--- config.mk ---
export PLATFORM = sky130hd
export DESIGN_NAME = soc_system_sysid_rd_timer
export DESIGN_NICKNAME = d
export VERILOG_FILES = /design/src/rtl/soc_system_sysid_rd_timer.sv
export SDC_FILE = /design/constraint.sdc
export NUM_CORES = 1
export LEC_CHECK = 0
export ABC_CLOCK_PERIOD_IN_PS = 1800
export CORE_UTILIZATION = 44
export DETAILED_ROUTE_END_ITERATION = 10
export HOLD_SLACK_MARGIN = 0.12
export PLACE_DENSITY = 0.71
export SYNTH_ARGS = -nofsm -noshare
export SYNTH_HDL_FRONTEND = slang
export SYNTH_SLANG_ARGS = --single-unit
--- constraint.sdc ---
create_clock -name clock -period 1.8 [get_ports clock]
set_input_delay 0.36 -clock clock [delete_from_list [all_inputs] [get_ports clock]]
set_output_delay 0.36 -clock clock [all_outputs]
set_load 0.05 [all_outputs]
--- src/rtl/soc_system_sysid_rd_timer.sv ---
// 8-bit per-read timeout counter; cleared when a read phase begins, expires
// on the last allowed cycle so the master can abandon the read.
module soc_system_sysid_rd_timer (
  input  logic       clock,
  input  logic       reset_n,
  input  logic       clear,
  input  logic       enable,
  input  logic [7:0] limit,
  output logic       expired
);

  logic [7:0] count;

  always_ff @(posedge clock or negedge reset_n) begin
    if (!reset_n) begin
      count <= '0;
    end else if (clear) begin
      count <= '0;
    end else if (enable) begin
      count <= count + 8'd1;
    end
  end

  // count holds the number of cycles already spent, so the current cycle is the last one
  assign expired = enable && (count == limit - 8'd1);

endmodule

==> metrics.yaml <==
status:
  status: "finished, violations left"
  failing_checks: "negative setup slack"
layout:
  syn_to_final_growth_pct: 67.3
  largest_registers: "count: 8 flops"
  fin_cells: 113
  antenna_cells_inserted: 0
  final_layout_size_suffix_gt1_share_pct: 41.8
  nNetsFinal: 114
  largest_register_ffs: 8
  stdcell_area_um2: 1030
  top_register: "count"
route:
  routed_wl_mm: 1.56
  detail_route.vias_per_cell: 5.37
  maxUsedRoutingLayer: "met4"
  drc: 0
  detailroute.wirelength.met2_um: 856
  routed_met1_length_um: 631
  drt_antenna_net_count: 0
  initialDrtViolationCount: 3
  detailroute.wirelength.met3_um: 40
  drt_pre_antenna_iters: 2
  dr_total_vias: 607
  wl_per_cell_um: 13.8
power_and_ir_drop:
  p_leak_uw: 0.000427
  power-per-cell-area_nw_per_um2: 458
  peak_supply_drop_mv: 0.517
clock_tree:
  insertion_delay_ns: 0.25
  ctsHtreeMaxLevel: 1
  cts.clk_slew.worst_paths_ns: 0.05
  max-clock-path-buffers: 2
  cts_tree: "yes"
  tritoncts.num_buffers: 3
  clkSinkCount: 8
  cts_root_buffer: "sky130_fd_sc_hd__clkbuf_4"
floorplan:
  die-area_um2: 1550
  initial_utilization_pct: 47.3
  die_height_um: 39.4
  num_rows: 13
  core_area_um2: 1300
  die_width_um: 39.4
  pin_count: 13
timing:
  finalWorstSetupSlack_ns: -0.363
  clock-skew-final_ns: 0.00139
  final.min_clock_period_ns: 2.16
  setup-tns-final_ns: -0.363
  finalMaxSlewViolations: 0
  finalCritPeriodShare_pct: 120
  max_slew_margin_pct: 76.3
  setup-violations-final: 1
  timing.fmax_ghz: 0.462
  grt_setup_unrepaired: "yes"
  worst_hold_slack_ns: 0.381
  worstMarginPinSlew_ns: 0.354
  endpoints_failing_hold: 0
setup_path:
  timing.setup.critical_path_class: "in2out"
  data_required_time_at_the_worst_endpoint_ns: 1.44
  cp-end-kind: "output port"
  crit_arrival_ns: 1.80
  critical_path_peak_fanout: 2
  setup.worst_path.start_class: "input port"
placement:
  dpl_cell_area_um2: 923
  place_ws_ns: -0.782
  place_congestion: 0.735
  estimated_wirelength_of_the_detail_placed_design_mm: 1.07
  post-place-cells: 107
  port_buffers: 12
job:
  maxCapViolCount: 0
synthesis:
  synth_seq_area_share_pct: 32.5
  synthesis.area_per_instance_um2: 8.79
  synth_nets: 84
  post_synth_instance_area_um2: 616
  syn_inst: 70
  synth.distinct_cells: 27
  yosys_warnings: 0
  synth.ff_latch_count: 8
grt:
  grt_start_max_net_pins: 9
  grt_usage_pct: 22.5
  vias_in_the_first_global_route: 542
  grt_antenna_before_repair: 0
  wire_length_of_the_first_global_routing_pass_mm: 2.31
  globalRouteOverflowTotal: 0
worst_hold_path:
  worst_hold_path_type: "in2async"
cell usage in the layout (no fill, tap or decap), drive strengths merged, types with 2 or more instances in the layout:
cell type	netlist	final
a21oi	3	3
buf	1	19
clkbuf	2	5
clkdlybuf4s50	0	4
dfrtp	8	8
dlygate4sd2	0	3
ha	2	2
inv	2	2
nand2	5	5
nand2b	2	2
nand3	2	2
nand4	4	4
nor2	12	12
nor3	2	2
xnor2	7	7
xor2	8	8
per-layer routing:
| layer | GRT usage (%) | vias to the layer above |
|---|---|---|
| met1 | 27.4 | 283 |
| li1 | - | 304 |
| met2 | 38.9 | 16 |
| met5 | 0 | - |
| met3 | 3.98 | 4 |
| met4 | 7.76 | 0 |
worst max-delay path, stage by stage:
cell                        delay, ns
sky130_fd_sc_hd__buf_6           0.12
sky130_fd_sc_hd__inv_12          0.05
sky130_fd_sc_hd__ha_4            0.14
sky130_fd_sc_hd__nand2b_4        0.07
sky130_fd_sc_hd__buf_6           0.13
sky130_fd_sc_hd__nor4b_4         0.27
sky130_fd_sc_hd__a21oi_2         0.07
sky130_fd_sc_hd__a2111oi_4       0.36
sky130_fd_sc_hd__clkbuf_16       0.23
power by group:
part | total [uW] | internal (uW) | switching [uW]
registers | 190 | 185 | 5.56
logic | 147 | 77.3 | 69.9
clock network | 134 | 76.1 | 58.0
total | 472 | 338 | 133
cell type report:
| cell class | count | area (um2) |
|---|---|---|
| Timing Repair Buffer | 28 | 251 |
| Multi-Input combinational cell | 57 | 512 |
| Inverter | 2 | 25.0 |
| Tap cell | 15 | 18.8 |
| Clock buffer | 3 | 22.5 |
| Sequential cell | 8 | 200 |
| Fill cell | 96 | 272 |
cell usage after synthesis, drive strengths merged:
cell type / number / area (um2)
xor2: 8 / 70.1
nand2b: 2 / 12.5
nor3: 2 / 21.3
nand2: 5 / 18.8
inv: 2 / 7.51
nor4b: 1 / 8.76
ha: 2 / 25.0
nand4: 4 / 25.0
nor2: 12 / 45.0
dfrtp: 8 / 200
a31oi: 1 / 6.26
a2111oi: 1 / 15.0
nand3: 2 / 15.0
nand4b: 1 / 8.76
o21ai: 1 / 5.00
buf: 1 / 7.51
mux2i: 1 / 10.0
o221ai: 1 / 8.76
nand3b: 1 / 7.51
clkbuf: 2 / 8.75
xnor2: 7 / 61.3
or3: 1 / 6.26
nor4: 1 / 6.26
a21oi: 3 / 15.0
final timing paths:
path / startpoint / endpoint / slack [ns] / cells past startpoint
setup / recovery: limit[1] / expired / -0.36 / 9
hold / removal: reset_n / count[5]$_DFFE_PN0P_ / 0.38 / 1
setup reg to reg: count[2]$_DFFE_PN0P_ / count[7]$_DFFE_PN0P_ / 0.37 / 6
hold reg to reg: count[6]$_DFFE_PN0P_ / count[6]$_DFFE_PN0P_ / 0.59 / 2
max in group asynchronous: reset_n / count[7]$_DFFE_PN0P_ / 1.16 / 1
min in group clock: count[6]$_DFFE_PN0P_ / count[6]$_DFFE_PN0P_ / 0.59 / 2
metrics by stage:
stage               utilization [%]  total power [uW]
floorplan                         -               257
detailed placement             71.0               324
global route                   79.1               500
CTS                            76.1               466
finish                         79.1               472
global placement               71.0               321
repair_timing:
action / CTS / global route
hold buffers: 0 / 0
buffers inserted: 4 / 0
setup endpoints to repair: 1 / 1
gates resized for setup: 20 / 15
pin swaps: 9 / 6
logic make-up after synthesis:
logic type / after synthesis / synth area share, %
compound gates: 7 / 8.13
xor+xnor: 15 / 21.3
fa+ha+maj: 2 / 4.06
buf+inv: 5 / 3.86
flops: 8 / 32.5
mux: 1 / 1.63
simple gates: 32 / 28.5
(Power assumes the default switching activity.)
